$ cat config.mk
export PLATFORM = sky130hd
export DESIGN_NAME = timestamp_capture
export DESIGN_NICKNAME = d
export VERILOG_FILES = /design/src/rtl/timestamp_capture_pkg.sv /design/src/rtl/ts_fifo.sv /design/src/rtl/timestamp_capture.sv
export SDC_FILE = /design/constraint.sdc
export NUM_CORES = 1
export LEC_CHECK = 0
export CAP_MARGIN = 20
export CELL_PAD_IN_SITES_DETAIL_PLACEMENT = 1
export CELL_PAD_IN_SITES_GLOBAL_PLACEMENT = 1
export CORE_MARGIN = 2
export CORE_UTILIZATION = 25
export CTS_CLUSTER_DIAMETER = 40
export DETAILED_ROUTE_END_ITERATION = 7
export GPL_TIMING_DRIVEN = 0
export PLACE_DENSITY = 0.62
export RECOVER_POWER = 100
export SLEW_MARGIN = 20
export SYNTH_ARGS = -nofsm -noshare
export SYNTH_HDL_FRONTEND = slang
export SYNTH_SLANG_ARGS = --single-unit
$ cat constraint.sdc
create_clock -name clk -period 1.9 [get_ports clk]
set_input_delay 0.38 -clock clk [delete_from_list [all_inputs] [get_ports clk]]
set_output_delay 0.38 -clock clk [all_outputs]
set_load 0.1 [all_outputs]
$ cat src/rtl/timestamp_capture_pkg.sv
// Shared constants, sizing helper and types for the timestamp capture block.
package timestamp_capture_pkg;

    localparam int DefaultWidth = 8;
    localparam int DefaultDepth = 4;

    // Pointers carry one extra wrap bit, so level and pointer widths are the same.
    function automatic int level_width(input int depth);
        return $clog2(depth) + 1;
    endfunction

    typedef logic [level_width(DefaultDepth)-1:0] default_ptr_t;

    typedef struct packed {
        logic full;
        logic empty;
    } fifo_flags_t;

endpackage

$ cat src/rtl/ts_fifo.sv
// Synchronous in-order FIFO with wrap-bit pointers. The storage array is not reset.
// The head read is forced to 0 while the FIFO is empty.
module ts_fifo
    import timestamp_capture_pkg::*;
#(
    parameter int Width = DefaultWidth,
    parameter int Depth = DefaultDepth
) (
    input  logic                          clk,
    input  logic                          reset_n,
    input  logic                          push_i,
    input  logic [Width-1:0]              push_data_i,
    input  logic                          pop_i,
    output logic [Width-1:0]              head_data_o,
    output fifo_flags_t                   flags_o,
    output logic [level_width(Depth)-1:0] level_o
);

    localparam int AddrW = $clog2(Depth);
    localparam int PtrW  = AddrW + 1;

    logic [Width-1:0] mem_q [Depth];
    logic [PtrW-1:0]  wr_ptr_q;
    logic [PtrW-1:0]  wr_ptr_d;
    logic [PtrW-1:0]  rd_ptr_q;
    logic [PtrW-1:0]  rd_ptr_d;
    logic             full;
    logic             empty;
    logic             push_ok;
    logic             pop_ok;

    assign empty = (wr_ptr_q == rd_ptr_q);
    assign full  = (wr_ptr_q[AddrW] != rd_ptr_q[AddrW]) &&
                   (wr_ptr_q[AddrW-1:0] == rd_ptr_q[AddrW-1:0]);

    // A push into a full FIFO is still accepted when the head leaves in the same cycle.
    assign pop_ok  = pop_i & ~empty;
    assign push_ok = push_i & (~full | pop_ok);

    always_comb begin
        wr_ptr_d = wr_ptr_q;
        rd_ptr_d = rd_ptr_q;
        if (push_ok) begin
            wr_ptr_d = wr_ptr_q + PtrW'(1);
        end
        if (pop_ok) begin
            rd_ptr_d = rd_ptr_q + PtrW'(1);
        end
    end

    always_ff @(posedge clk or negedge reset_n) begin
        if (!reset_n) begin
            wr_ptr_q <= '0;
            rd_ptr_q <= '0;
        end else begin
            wr_ptr_q <= wr_ptr_d;
            rd_ptr_q <= rd_ptr_d;
        end
    end

    always_ff @(posedge clk) begin
        if (push_ok) begin
            mem_q[wr_ptr_q[AddrW-1:0]] <= push_data_i;
        end
    end

    assign head_data_o   = empty ? '0 : mem_q[rd_ptr_q[AddrW-1:0]];
    assign flags_o.full  = full;
    assign flags_o.empty = empty;
    assign level_o       = wr_ptr_q - rd_ptr_q;

endmodule

$ cat src/rtl/timestamp_capture.sv
// Captures `count` on each rising edge of `trigger` into an in-order FIFO.
// Tracks dropped captures with a sticky flag. Optional macro TIMESTAMP_CAPTURE_DROP_CNT_EN adds a saturating drop counter.
module timestamp_capture
    import timestamp_capture_pkg::*;
#(
    parameter int Width = DefaultWidth,
    parameter int Depth = DefaultDepth
) (
    input  logic                          clk,
    input  logic                          reset_n,
    input  logic [Width-1:0]              count,
    input  logic                          trigger,
    output logic                          ts_valid,
    input  logic                          ts_ready,
    output logic [Width-1:0]              ts_data,
    output logic [level_width(Depth)-1:0] level,
    output logic                          overflow,
    input  logic                          clear_overflow
`ifdef TIMESTAMP_CAPTURE_DROP_CNT_EN
    ,
    output logic [Width-1:0]              drop_count
`endif
);

    logic        trig_q;
    logic        push_req;
    logic        pop;
    logic        drop;
    logic        overflow_q;
    logic        overflow_d;
    fifo_flags_t flags;

    // trig_q resets high so a trigger held through reset release does not capture.
    always_ff @(posedge clk or negedge reset_n) begin
        if (!reset_n) begin
            trig_q <= 1'b1;
        end else begin
            trig_q <= trigger;
        end
    end

    assign push_req = trigger & ~trig_q;
    assign ts_valid = ~flags.empty;
    assign pop      = ts_valid & ts_ready;
    assign drop     = push_req & flags.full & ~pop;

    ts_fifo #(
        .Width (Width),
        .Depth (Depth)
    ) u_fifo (
        .clk         (clk),
        .reset_n     (reset_n),
        .push_i      (push_req),
        .push_data_i (count),
        .pop_i       (pop),
        .head_data_o (ts_data),
        .flags_o     (flags),
        .level_o     (level)
    );

    // When a drop and a clear coincide, the flag stays set.
    always_comb begin
        overflow_d = overflow_q;
        if (drop) begin
            overflow_d = 1'b1;
        end else if (clear_overflow) begin
            overflow_d = 1'b0;
        end
    end

    always_ff @(posedge clk or negedge reset_n) begin
        if (!reset_n) begin
            overflow_q <= 1'b0;
        end else begin
            overflow_q <= overflow_d;
        end
    end

    assign overflow = overflow_q;

`ifdef TIMESTAMP_CAPTURE_DROP_CNT_EN
    logic [Width-1:0] drop_cnt_q;
    logic [Width-1:0] drop_cnt_d;

    always_comb begin
        drop_cnt_d = drop_cnt_q;
        if (clear_overflow) begin
            drop_cnt_d = drop ? Width'(1) : '0;
        end else if (drop && (drop_cnt_q != '1)) begin
            drop_cnt_d = drop_cnt_q + Width'(1);
        end
    end

    always_ff @(posedge clk or negedge reset_n) begin
        if (!reset_n) begin
            drop_cnt_q <= '0;
        end else begin
            drop_cnt_q <= drop_cnt_d;
        end
    end

    assign drop_count = drop_cnt_q;
`endif

endmodule

---- Word-level counts from Yosys, hierarchy flattened ----
Memory sizes are Yosys's and may differ from the RTL's.
Cells that the tools add are included.
word-level totals
  memories ................................ 1
  logic and storage cells ................. 29
  register bits ........................... 8
  bits of input ports ..................... 13
  RAM bits ................................ 32
  output and inout bits ................... 13
memory list
  memory        depth  width  rd ports  clocked after memory_dff  write ports  RTL line       RTL
  u_fifo.mem_q  4      8      1         0                         1            ts_fifo.sv:22  logic [Width-1:0] mem_q [Depth];
cells by class
  bitwise operators ....................... 11
  add/subtract/negate cells ............... 3
  reduce and logical (&&, ||, !) cells .... 2
  equal/unequal tests ..................... 3
  muxes and demuxes ....................... 5
operator list
  kind                                                           count
  8-bit two-way mux                                              1
  3-bit by 1-bit adder with 3-bit output, second input constant  2
  1-bit AND                                                      6
  1-bit two-way mux                                              4
  1-bit NOT                                                      4
  3-bit equality test                                            1
  3-bit subtractor                                               1
  2-bit equality test                                            1
  2-bit nonzero test                                             1
  1-bit logical AND                                              1
  1-bit inequality test                                          1
  1-bit OR                                                       1

---- Depth between registers and ports, before layout ----
Gate-level depths: netlist (run 1).
  depth after elaboration ................. 8
  gate-level depth with buffers ........... 6
  mapped depth without buffers ............ 5

---- Hierarchy ----
Synthesis (run 1) repeated with hierarchy kept, for this count alone.
unflattened totals
  cells, all modules ...................... 105
  area total of the unflattened synthesis .. 1773.0 sq um
by module, submodules not included
  module             cells each  area an instance (sq um)  times used  seq. area each (sq um)
  ts_fifo            97          1680.4                    1           1111.1
  timestamp_capture  8           92.6                      1           51.3

---- Worst setup path after synthesis (run 1) ----
Ideal clock, no wire load.
  path type ............................... reg-to-output
  start point ............................. register u_fifo.rd_ptr_q[1]
  end point ............................... output ts_data[0]
  arrival ................................. 2.648 ns
  setup slack ............................. -1.128 ns
  stages on the path, launching flop included .. 7
  data required time ...................... 1.520 ns
  buffers on the path ..................... 1
  cell sequence ........................... dfrtp_1 clkbuf_1 inv_1 ha_1 nand2_1 nor2_1 nor2b_1
on the way
  cells in the longest elaborated chain, start to end .. 2
  elaborated cells on any way between the ends .. 3
  classes of those cells .................. 1 x eq/ne; 1 x mux; 1 x memory
ends and longest elaborated chain
  element                                                       RTL line                 RTL
  start, declared                                               ts_fifo.sv:25            logic [PtrW-1:0] rd_ptr_q;
  start signal, assigned                                        ts_fifo.sv:57            rd_ptr_q <= rd_ptr_d;
  memory read 4 x 8 bit or 3-bit equality test (tied branches)  --
  8-bit two-way mux (*)                                         ts_fifo.sv:67            assign head_data_o = empty ? '0 : mem_q[rd_ptr_q[AddrW-1:0]];
  end, declared                                                 timestamp_capture.sv:15  output logic [Width-1:0] ts_data,
Mark *: on every way between the ends. The rest lies on a longest branch, timed or not.

---- Worst setup path after layout (run 1) ----
  start point ............................. register u_fifo.rd_ptr_q[0]
  end point ............................... output level[1]
on the way
  cells in the longest elaborated chain, start to end .. 1
ends and longest elaborated chain
  element           RTL line                 RTL
  3-bit subtractor  ts_fifo.sv:70            assign level_o = wr_ptr_q - rd_ptr_q;
  end, declared     timestamp_capture.sv:16  output logic [level_width(Depth)-1:0] level,
No other way between the ends.

==> results_dict.tcl, run 1 <==
set metrics [dict create \
    outcome "complete, but fails checks" \
    violations "setup timing" \
    die_x_um 86.9 \
    cp_slowest_cell "fa_2" \
    diodes 0 \
    clockBufferDepth 2 \
    worstPathRequired_ps 1520 \
    drv_cap 0 \
    setup_slack_ps -216 \
    port_buffers 25 \
    endpoint_kind "output pin" \
    slew_headroom 0.640 \
    crit_type "flip-flop to output pin" \
    post-place-ws_ps -1210 \
    core-area_um2 6720 \
    grt_start_max_net_pins 13 \
    ys_warn_count 0 \
    hpwl_um 2370 \
    yosys.cell_types.count 23 \
    io_pins 26 \
    ys_seq_area_frac 0.677 \
    grt_pass1_wl_um 5750 \
    synthTopCellsByArea "edfxtp_1, mux4_2, dfrtp_1" \
    worstSkewPairLatency_ps 280 \
    routabilityCongestion 0.709 \
    nFillCells 657 \
    start_util 0.255 \
    path_cells "ha_4 -> fa_2 -> clkinvlp_4 -> buf_6" \
    worstPathMaxFanout 3 \
    hold_viol 0 \
    finalCritPeriodShare 1.11 \
    wire_per_inst_um 15.7 \
    overflow 0 \
    drt_first_pass_iters 3 \
    drtIter0Drc 29 \
    cts_tree "done" \
    period_needed_ps 2120 \
    nets 158 \
    syn-num-nets 120 \
    area_growth_pct 46.1 \
    cts.clk_slew.worst_paths_ps 70 \
    critical_path.top_delay_family "adder cells" \
    crit_path_start_kind "flip-flop" \
    routed_wl_um 3400 \
    drc 0 \
    syn_avg_cell_area_um2 17.3 \
    cts_max_level 2 \
    grt_usage 0.103 \
    fmax_mhz 473 \
    path_buf_inv 2 \
    grt_pass1_vias 1116 \
    arrival_ps 1740 \
    drive_above_1_share 0.460 \
    rows 30 \
    synth_top_area_share 0.560 \
    cts_root_buffer "clkbuf_8" \
    regArea_um2 1160 \
    vias 949 \
    syn-cell-area_um2 1720 \
    dieArea_um2 7550 \
    cts_buffers 5 \
    cts_num_sinks 40 \
    drtAntennaViolNets 0 \
    finalSetupViolCount 11 \
    yosys.area.top_type "edfxtp_1" \
    ys_ff_latch 40 \
    worst_clock_skew_ps 8.25 \
    slowest_delay_ps 550 \
    via_per_inst 4.37 \
    slew_violations 0 \
    hold_path_class "primary input to async pin" \
    syn-instance-count 99 \
    worst_pin_slew_ps 543 \
    antenna_found_initial 0 \
    grt_setup_unrepaired "true" \
    multiInputGateArea_um2 644 \
    die_h_um 86.9 \
]
## metrics by stage
stage	instance area, um2	TNS [ps]	std cells	util	hold slack (ps)
CTS	2500	-2090	216	0.373	401
detailed placement	2210	-20140	204	0.328	521
floorplan	1860	-1060	99	-	84.4
finish	2510	-1850	217	0.373	467
global route	2510	-2600	217	0.373	472
global placement	2210	-17900	204	0.328	497
## synth_stat cells, drive strengths merged
| cell | n |
|---|---|
| dfrtp | 7 |
| o21a | 1 |
| nand3b | 1 |
| buf | 1 |
| xor2 | 1 |
| a22o | 1 |
| mux2 | 2 |
| xnor2 | 5 |
| inv | 9 |
| ha | 7 |
| dfstp | 1 |
| o211ai | 1 |
| o21ai | 2 |
| fa | 1 |
| and2 | 3 |
| mux2i | 1 |
| nand2 | 3 |
| clkbuf | 1 |
| mux4 | 8 |
| nor2b | 9 |
| edfxtp | 32 |
| nor2 | 2 |
## layout make-up
class | instances | share of cell area
clock buffers | 5 | 0.0274
clock inverters | 2 | 0.0239
plain buffers | 2 | 0.0135
multi-input cells | 48 | 0.257
inverters | 9 | 0.0175
repair buffers | 31 | 0.157
well taps | 80 | 0.0399
flip-flops and latches | 40 | 0.464
## what timing repair did
action                                  in CTS  in global routing
hold buffers                                 0                  0
endpoints found under the setup margin      45                 34
gates cloned                                 0                  0
gates resized for setup                    113                  6
setup buffers                                5                  1
pin swaps                                    1                  0
## worst register-to-register path, cell delays in order, from the launching register on
cell	delay, ps
dfrtp_1	370
clkbuf_8	140
inv_4	30
ha_4	270
nand3b_1	130
o211ai_1	340
inv_2	190
## sequential cells by signal, indices dropped and copies added, names as in the netlist
signal and flops:
overflow 1, trig_q 1, u_fifo.mem_q 32, u_fifo.rd_ptr_q 3, u_fifo.wr_ptr_q 3
## cell usage in the layout (no fill, tap or decap), types with 3 or more instances in the layout
| master | count |
|---|---|
| dfrtp_1 | 5 |
| and2_4 | 3 |
| buf_12 | 11 |
| inv_1 | 4 |
| buf_4 | 5 |
| clkbuf_8 | 6 |
| nor2b_4 | 8 |
| xnor2_1 | 3 |
| ha_1 | 5 |
| mux4_2 | 8 |
| dlygate4sd3_1 | 10 |
| edfxtp_1 | 32 |
## path summary, 6_finish.rpt
check / startpoint / to / slack (ps) / cells after the start
setup reg to reg: u_fifo.rd_ptr_q[1]$_DFFE_PN0P_ / u_fifo.mem_q[3][7]$_DFFE_PP_ / 160 / 6
setup / recovery: u_fifo.rd_ptr_q[0]$_DFFE_PN0P_ / level[1] / -220 / 4
min in group clk: overflow$_DFFE_PN0P_ / overflow$_DFFE_PN0P_ / 550 / 1
hold / removal: reset_n / u_fifo.wr_ptr_q[2]$_DFFE_PN0P_ / 470 / 1
hold reg to reg: overflow$_DFFE_PN0P_ / overflow$_DFFE_PN0P_ / 550 / 1
max in group asynchronous: reset_n / trig_q$_DFF_PN1_ / 1100 / 1
## per-layer routing
metal | part of all wire | up-vias | track usage
met2 | 0.54 | 25 | 0.177
met3 | 0.041 | 5 | 0.0341
met5 | 0 | - | 0
li1 | - | 431 | -
met4 | 0.0085 | 0 | 0.0256
met1 | 0.41 | 488 | 0.124
## cells by family after synthesis
family,share of synthesized area
AND/OR/NAND/NOR,0.0590
buffers and inverters,0.0248
AO/OA/AOI/OAI,0.0197
XOR/XNOR,0.0306
adder cells (fa/ha/maj),0.0627
flip-flops,0.677
multiplexers,0.126
Power of run 1 is left out: the tool's default activity adds up to more than one toggle a clock period on the data nets, which glitch-free logic cannot reach.
==> run 2, diff against run 1 <==
Settings changed: MAX_ROUTING_LAYER set to met4.
==> run 2 against run 1 <==
  * The run still ends with setup timing left
  * Worst setup slack about the same
  * Maximum frequency about the same
  * Non-clock buffer count is the same
  * Routed wire length hardly changed
  * First-iteration DRC count increased by 3.4%
  * Highest routed layer unchanged
  * Register-to-register slack barely moved
  * Clock skew about the same
  * Hold slack about the same
  * Die area did not move
  * Count of clock-buffer cells in the layout did not move
==> results_dict.tcl, run 2 (same netlist as run 1, synthesis figures left out) <==
set metrics [dict create \
    outcome "complete, but fails checks" \
    violations "setup timing" \
    cts_buffers 5 \
    worst_pin_slew_ps 543 \
    worstReg2RegStart "u_fifo.rd_ptr_q[1]$_DFFE_PN0P_" \
    drc 0 \
    worstSkewPairLatency_ps 280 \
    overflow 0 \
    drtIter0Drc 30 \
    routabilityCongestion 0.717 \
    period_needed_ps 2120 \
    layout_common_cells "edfxtp_1, buf_12, dlygate4sd3_1" \
    drt_first_pass_iters 3 \
    grt_pass1_wl_um 5750 \
    hold_path_class "primary input to async pin" \
    grt_setup_unrepaired "true" \
    grt_start_max_net_pins 13 \
    clockBufferDepth 2 \
    die_h_um 86.9 \
    die_x_um 86.9 \
    layout_commonest_cell "edfxtp_1" \
    cts_root_buffer "clkbuf_8" \
    critical_path.top_delay_family "adder cells" \
    slew_violations 0 \
    cts_max_level 2 \
    path_cells "ha_4 -> fa_2 -> clkinvlp_4 -> buf_6" \
    drtAntennaViolNets 0 \
    cts.clk_slew.worst_paths_ps 70 \
    grt_usage 0.106 \
    finalCritPeriodShare 1.11 \
    setup_slack_ps -216 \
    slew_headroom 0.640 \
    vias 948 \
    path_depth 4 \
    worstSetupStartpoint "u_fifo.rd_ptr_q[0]$_DFFE_PN0P_" \
    diodes 0 \
    r2r-end "u_fifo.mem_q[3][7]$_DFFE_PP_" \
    postCtsHoldBufs 0 \
    placedCellCount 204 \
    r2r.worst_path.cells 6 \
    crit_type "flip-flop to output pin" \
    slowest_delay_ps 550 \
    nets 158 \
    grt_pass1_vias 1115 \
    io_pins 26 \
    antenna_found_initial 0 \
    largest_register_ffs 32 \
    port_buffers 25 \
    cts_tree "done" \
    hpwl_um 2370 \
    hold_viol 0 \
    crit_path_start_kind "flip-flop" \
    dieArea_um2 7550 \
    fmax_mhz 473 \
    cp_slowest_cell "fa_2" \
    via_per_inst 4.37 \
    core-area_um2 6720 \
    wire_per_inst_um 15.7 \
    endpoint_kind "output pin" \
    rows 30 \
    area_growth_pct 46.1 \
    worstPathMaxFanout 3 \
    finalSetupViolCount 11 \
    drv_cap 0 \
    ff2ff_setup_slack_ps 160 \
    path_buf_inv 2 \
    start_util 0.255 \
    cts_num_sinks 40 \
    routed_wl_um 3400 \
    worstPathRequired_ps 1520 \
    worst_clock_skew_ps 8.08 \
    drive_above_1_share 0.460 \
    instances_no_fill 217 \
    setup.worst_path.end "level[1]" \
    arrival_ps 1740 \
]
## run 2: cell counts in the layout (fill, tap and decap cells not counted)
No cell type changed its count.
## run 2: cell type report
type,instances,area [um2]
clock inverters,2,60.1
plain buffers,2,33.8
clock buffers,5,68.8
multi-input cells,48,644
flip-flops and latches,40,1160
fillers,657,4210
inverters,9,43.8
repair buffers,31,393
well taps,80,100
## run 2: layer usage
metal | share of wire | track usage | vias up
li1 | - | - | 431
met1 | 0.41 | 0.125 | 487
met3 | 0.039 | 0.0332 | 5
met5 | 0 | - | -
met2 | 0.54 | 0.176 | 25
met4 | 0.0091 | 0.0256 | 0
## run 2: worst min path at each step
stage | startpoint | end | slack, ps | depth (start not counted)
after global routing | reset_n | u_fifo.wr_ptr_q[2]$_DFFE_PN0P_ | 470 | 1
after global placement | overflow$_DFFE_PN0P_ | overflow$_DFFE_PN0P_ | 500 | 1
after CTS | reset_n | u_fifo.wr_ptr_q[2]$_DFFE_PN0P_ | 400 | 1
final | reset_n | u_fifo.wr_ptr_q[2]$_DFFE_PN0P_ | 470 | 1
after detailed placement | overflow$_DFFE_PN0P_ | overflow$_DFFE_PN0P_ | 520 | 1
after floorplan | reset_n | overflow$_DFFE_PN0P_ | 80 | 0
## run 2: stage by stage
| step | setup TNS [ps] | util | instance area, um2 | hold WS (ps) | setup slack, ps |
|---|---|---|---|---|---|
| 3_3_place_gp | -17900 | 0.328 | 2210 | 497 | -1150 |
| 2_1_floorplan | -1060 | - | 1860 | 84.4 | -405 |
| 4_1_cts | -2090 | 0.373 | 2500 | 401 | -222 |
| 5_1_grt | -2600 | 0.373 | 2510 | 472 | -274 |
| 3_5_place_dp | -20140 | 0.328 | 2210 | 521 | -1210 |
| 6_report | -1850 | 0.373 | 2510 | 467 | -216 |
## run 2: worst reg2reg max path, stage by stage (launching register included)
cell and delay (ps):
dfrtp_1 370, clkbuf_8 140, inv_4 30, ha_4 270, nand3b_1 130, o211ai_1 340, inv_2 190
## run 2: repair_timing
item,4_1_cts,5_1_grt
endpoints found under the setup margin,45,43
setup buffers,5,1
gates resized for setup,113,6
pin swaps,1,0
Power of run 2 is left out for the same reason.
